`src/rtl/expect_mon_pkg.sv`:
```
// Shared types and constants for the a ##1 b ##1 c ##1 !c expect monitor.
// Hunt-window defaults exist only when EXPECT_MON_HUNT_EN is defined.
package expect_mon_pkg;

    typedef enum logic [2:0] {
        IDLE   = 3'd0,
        CHK_A  = 3'd1,
        CHK_B  = 3'd2,
        CHK_C  = 3'd3,
        CHK_NC = 3'd4
    } state_e;

    localparam logic [1:0] STG_A  = 2'd0;
    localparam logic [1:0] STG_B  = 2'd1;
    localparam logic [1:0] STG_C  = 2'd2;
    localparam logic [1:0] STG_NC = 2'd3;

    localparam int unsigned CNT_W_DEF = 8;
`ifdef EXPECT_MON_HUNT_EN
    localparam int unsigned TIMEOUT_DEF   = 20000;
    localparam int unsigned TIMEOUT_W_DEF = 15;
`endif

endpackage

```
`src/rtl/sat_counter.sv`:
```
// Saturating up-counter with synchronous clear; clear wins over increment.
module sat_counter #(
    parameter int unsigned W = 8
) (
    input  logic         clk,
    input  logic         rst_n,
    input  logic         clr,
    input  logic         inc,
    output logic [W-1:0] cnt
);

    localparam logic [W-1:0] MAX = '1;

    always_ff @(posedge clk) begin
        if (!rst_n) begin
            cnt <= '0;
        end else if (clr) begin
            cnt <= '0;
        end else if (inc && (cnt != MAX)) begin
            cnt <= cnt + W'(1);
        end
    end

endmodule

```
`src/rtl/expect_seq_monitor.sv`:
```
// Single-attempt monitor for a ##1 b ##1 c ##1 !c with pass/fail tallies.
// Define EXPECT_MON_HUNT_EN to let CHK_A wait up to TIMEOUT samples for a.
module expect_seq_monitor
    import expect_mon_pkg::*;
#(
`ifdef EXPECT_MON_HUNT_EN
    parameter int unsigned TIMEOUT   = TIMEOUT_DEF,
    parameter int unsigned TIMEOUT_W = TIMEOUT_W_DEF,
`endif
    parameter int unsigned CNT_W     = CNT_W_DEF
) (
    input  logic             clk,
    input  logic             rst_n,
    input  logic             arm,
    input  logic             clr_cnt,
    input  logic             a,
    input  logic             b,
    input  logic             c,
    output logic             busy,
    output logic             done,
    output logic             pass,
    output logic             fail,
    output logic [1:0]       fail_stage,
    output logic             arm_ovr,
    output logic [CNT_W-1:0] pass_cnt,
    output logic [CNT_W-1:0] fail_cnt
);

    state_e     state_q;
    state_e     state_d;
    logic       done_d;
    logic       pass_d;
    logic       fail_d;
    logic [1:0] stage_d;
    logic       arm_ovr_d;
    logic       a_miss;

`ifdef EXPECT_MON_HUNT_EN
    logic [TIMEOUT_W-1:0] hunt_cnt;
    logic                 hunt_last;

    assign hunt_last = (hunt_cnt == TIMEOUT_W'(TIMEOUT - 1));
    assign a_miss    = ~a & hunt_last;

    // Counts missed samples while hunting; held at zero outside CHK_A so entry starts fresh.
    always_ff @(posedge clk) begin
        if (!rst_n) begin
            hunt_cnt <= '0;
        end else if (state_q != CHK_A) begin
            hunt_cnt <= '0;
        end else if (!a) begin
            hunt_cnt <= hunt_cnt + TIMEOUT_W'(1);
        end
    end
`else
    assign a_miss = ~a;
`endif

    // State and registered outputs.
    always_ff @(posedge clk) begin
        if (!rst_n) begin
            state_q    <= IDLE;
            busy       <= 1'b0;
            done       <= 1'b0;
            pass       <= 1'b0;
            fail       <= 1'b0;
            fail_stage <= STG_A;
            arm_ovr    <= 1'b0;
        end else begin
            state_q    <= state_d;
            busy       <= (state_d != IDLE);
            done       <= done_d;
            pass       <= pass_d;
            fail       <= fail_d;
            fail_stage <= stage_d;
            arm_ovr    <= arm_ovr_d;
        end
    end

    // Next-state logic: advance on each true sample, return to IDLE on a miss.
    always_comb begin
        state_d = state_q;
        case (state_q)
            IDLE:    if (arm) state_d = CHK_A;
            CHK_A: begin
                if (a)           state_d = CHK_B;
                else if (a_miss) state_d = IDLE;
            end
            CHK_B:   state_d = b ? CHK_C : IDLE;
            CHK_C:   state_d = c ? CHK_NC : IDLE;
            CHK_NC:  state_d = IDLE;
            default: state_d = IDLE;
        endcase
    end

    // Output next-values; fail_stage only moves when an attempt fails.
    always_comb begin
        pass_d    = 1'b0;
        fail_d    = 1'b0;
        stage_d   = fail_stage;
        arm_ovr_d = arm && (state_q != IDLE);
        case (state_q)
            CHK_A: if (!a && a_miss) begin
                fail_d  = 1'b1;
                stage_d = STG_A;
            end
            CHK_B: if (!b) begin
                fail_d  = 1'b1;
                stage_d = STG_B;
            end
            CHK_C: if (!c) begin
                fail_d  = 1'b1;
                stage_d = STG_C;
            end
            CHK_NC: begin
                if (c) begin
                    fail_d  = 1'b1;
                    stage_d = STG_NC;
                end else begin
                    pass_d = 1'b1;
                end
            end
            default: ;
        endcase
        done_d = pass_d | fail_d;
    end

    sat_counter #(.W(CNT_W)) u_pass_cnt (
        .clk   (clk),
        .rst_n (rst_n),
        .clr   (clr_cnt),
        .inc   (pass),
        .cnt   (pass_cnt)
    );

    sat_counter #(.W(CNT_W)) u_fail_cnt (
        .clk   (clk),
        .rst_n (rst_n),
        .clr   (clr_cnt),
        .inc   (fail),
        .cnt   (fail_cnt)
    );

endmodule

```
`config.mk`:
```
export PLATFORM = sky130hd
export DESIGN_NAME = expect_seq_monitor
export DESIGN_NICKNAME = d
export VERILOG_FILES = /design/src/rtl/expect_mon_pkg.sv /design/src/rtl/sat_counter.sv /design/src/rtl/expect_seq_monitor.sv
export SDC_FILE = /design/constraint.sdc
export NUM_CORES = 1
export LEC_CHECK = 0
export CORE_AREA = 2 2 44 63
export CTS_CLUSTER_DIAMETER = 50
export DETAILED_ROUTE_END_ITERATION = 7
export DIE_AREA = 0 0 46 65
export PLACE_DENSITY = 0.9
export SYNTH_ARGS = -nofsm -noshare
export SYNTH_HDL_FRONTEND = slang
export SYNTH_SLANG_ARGS = --single-unit
```
`constraint.sdc`:
```
create_clock -name clk -period 3.1 [get_ports clk]
set_input_delay 0.62 -clock clk [delete_from_list [all_inputs] [get_ports clk]]
set_output_delay 0.62 -clock clk [all_outputs]
set_load 0.01 [all_outputs]
```
==> qor.txt <==
status: finished, final reports clean
clk root buf: clkbuf_4
Syn-to-layout area delta: 28.3%
Die ar.: 2990 um^2
Crit path buffers/inverters: 1
Mapped Area: 1190 um^2
Die X: 46 um
initial core utilization: 48.0%
CTS tree: yes
Clk Latency, worst-skew pair: 0.32 ns
DPL Wire Length: 1.87 mm
register area share after synthesis: 43.7%
Startpoint Class: flop
Crit Path Max Fanout: 6
worst setup path class: flop to output pin
fin. max-slew vios: 0
post-detailed-routing wire length: 2.42 mm
utilization after layout: 61.6%
first-pass GRT wire length: 4.04 mm
largest net degree at the start of global routing: 17
DR iter-0 viols: 37
total core area: 2480 um^2
vias per std cell: 5.79
GRT overflow: 0
RSZ-0062 raised after global routing: no
Setup violations, final: 0
n_diodes: 0
Post-CTS Setup Bufs: 0
placed inst area: 1470 um^2
nets: 170
min-delay worst type: flop to flop
post-layout min period: 1.99 ns
count of cell types in the netlist: 36
VDD IR-drop max: 0.352 mV
worst stage delay on the critical path: 0.58 ns
FF+latch count, synth: 26
number of max-cap violations: 0
Slew HR: 61.0%
total CTS buffers: 3
Crit-path slowest cell: clkdlybuf4s50_1
vias in the first global route: 980
layout cells sized above 1: 5.00%
Mapped Avg Cell Area: 9.01 um^2
clk slew on worst S/H paths: 0.14 ns
Peak Freq: 0.503 GHz
Final Cycle Share: 64.2%
CTS Hold Bufs: 0
Longest Clk Path Bufs: 2
synthesis warning total: 0
IO Port Bufs: 29
Worst Tran Pin Value: 0.586 ns
DRT antenna net count: 0
boundary pin count: 30
die height: 65 um
Final Non-Filler Cells: 184
critical path data arrival time: 1.37 ns
R2R Setup Slk: 1.60 ns
Placer Congestion: 0.847
Via Count: 1066
Inst Count DP: 180
crit path capture type: output pin
GRT Util Overall: 18.1%
final hold vios: 0
Pleak: 0.585 nW
row cnt: 22
setup TNS: 0 ns
worst-path cell chain: clkdlybuf4s50_1
CP Data Required Time: 2.48 ns
largest delay contributor family on the critical path: buffers and inverters
H-tree depth: 1
TritonRoute pass-1 iters: 4
initial antenna violation count: 0
DR WL/cell: 13.1 um
synthesized instance count: 132
post-CTS sizing: 0
drt drc: 0
Final Cell Area: 1530 um^2
Pwr Density: 400 nW/um^2
Max Clock Skew: 0.0151 ns
clock sinks: 26
syn nets: 141
-- sequential cells by signal (all words and copies together), names as in the netlist --
name	cells
u_fail_cnt.cnt	8
done	1
fail_stage	2
state_q	3
arm_ovr	1
busy	1
pass	1
fail	1
u_pass_cnt.cnt	8
-- report_power, final --
group / total, mW / internal (mW) / leakage [nW] / switching (mW)
registers: 0.344 / 0.339 / 0.210 / 0.00534
logic: 0.0409 / 0.0218 / 0.347 / 0.0191
clock network: 0.225 / 0.131 / 0.0279 / 0.0942
total: 0.610 / 0.491 / 0.585 / 0.119
-- logic make-up (layout without fill, tap and decap cells) --
family                     after synthesis  count (layout)  synth area share [%]
and+or+nand+nor                         55              55                  23.7
muxes                                    7               7                  5.89
adders and majority gates                2               2                  2.10
AOI/OAI and AO/OA                       26              26                  15.6
DFF                                     26              26                  43.7
xor gates and xnor gates                 6               6                  4.42
buffers and inverters                   10              38                  4.63
-- stage by stage --
step	worst slack [ns]	power (mW)	hold WS (ns)
2_1_floorplan	1.67	0.374	0.479
3_3_place_gp	1.11	0.390	0.464
3_5_place_dp	1.05	0.392	0.458
4_1_cts	1.09	0.618	0.484
5_1_grt	1.04	0.639	0.523
6_report	1.11	0.610	0.477
-- layer usage --
metal	part of all wire [%]	vias to the layer above	track usage, %
li1	-	535	-
met1	42	488	20.1
met2	51	39	30.7
met3	4.7	4	2.79
met4	2.0	0	10.4
met5	0	-	0
-- path summary, 6_finish.rpt --
| path | startpoint | end | cells after the start |
|---|---|---|---|
| setup reg to reg | u_pass_cnt.cnt[0] | u_pass_cnt.cnt[1] | 5 |
| hold reg to reg | fail_stage[0] | fail_stage[0] | 2 |
| setup / recovery | u_fail_cnt.cnt[3] | fail_cnt[3] | 1 |
| hold / removal | fail_stage[0] | fail_stage[0] | 2 |
-- synthesized netlist by cell type --
library cell	count	area [um^2]
a21oi_1	5	25.0
o211ai_1	1	7.51
and4_1	1	8.76
o21ai_1	2	10.0
nand3_1	6	30.0
a31oi_1	2	12.5
nor3b_1	1	7.51
o32ai_2	1	16.3
o311a_2	1	11.3
buf_6	2	22.5
o2111a_1	1	11.3
a211o_1	1	8.76
or3_1	3	18.8
o21bai_1	1	7.51
xnor2_1	1	8.76
nor2b_1	1	6.26
nand2_1	6	22.5
nor2_1	19	71.3
mux2i_1	7	70.1
o2111ai_1	1	8.76
and3b_1	1	8.76
nor3_1	4	20.0
buf_2	2	10.0
clkbuf_1	1	3.75
o21ai_0	5	25.0
nand4_1	4	25.0
and3_1	4	25.0
o221a_2	1	11.3
xor2_1	5	43.8
nand2b_1	3	18.8
nor4_1	1	6.26
inv_1	5	18.8
nand4_2	1	12.5
a211oi_1	4	30.0
ha_1	2	25.0
dfxtp_1	26	521
-- layout make-up --
cell class / count / area, um^2
clock buffers: 3 / 22.5
clock inverters: 1 / 30.0
fillers: 204 / 951
inverters: 5 / 18.8
multi-input cells: 96 / 614
flip-flops and latches: 26 / 520
well taps: 24 / 30.0
repair buffers: 29 / 290
-- cell usage in the layout (no fill, tap or decap), types with 2 or more instances in the layout --
cell             netlist  routed
nor2_1                19      19
mux2i_1                7       7
nor3_1                 4       4
o21ai_0                5       5
a31oi_1                2       2
dfxtp_1               26      26
a211oi_1               4       4
nand4_1                4       4
inv_1                  5       5
xor2_1                 5       5
clkbuf_4               0       3
nand2_1                6       6
or3_1                  3       3
and3_1                 4       4
nand3_1                6       6
clkdlybuf4s50_1        0      29
o21ai_1                2       2
nand2b_1               3       3
ha_1                   2       2
a21oi_1                5       5
Note: power is estimated with default switching activity, not from simulation.
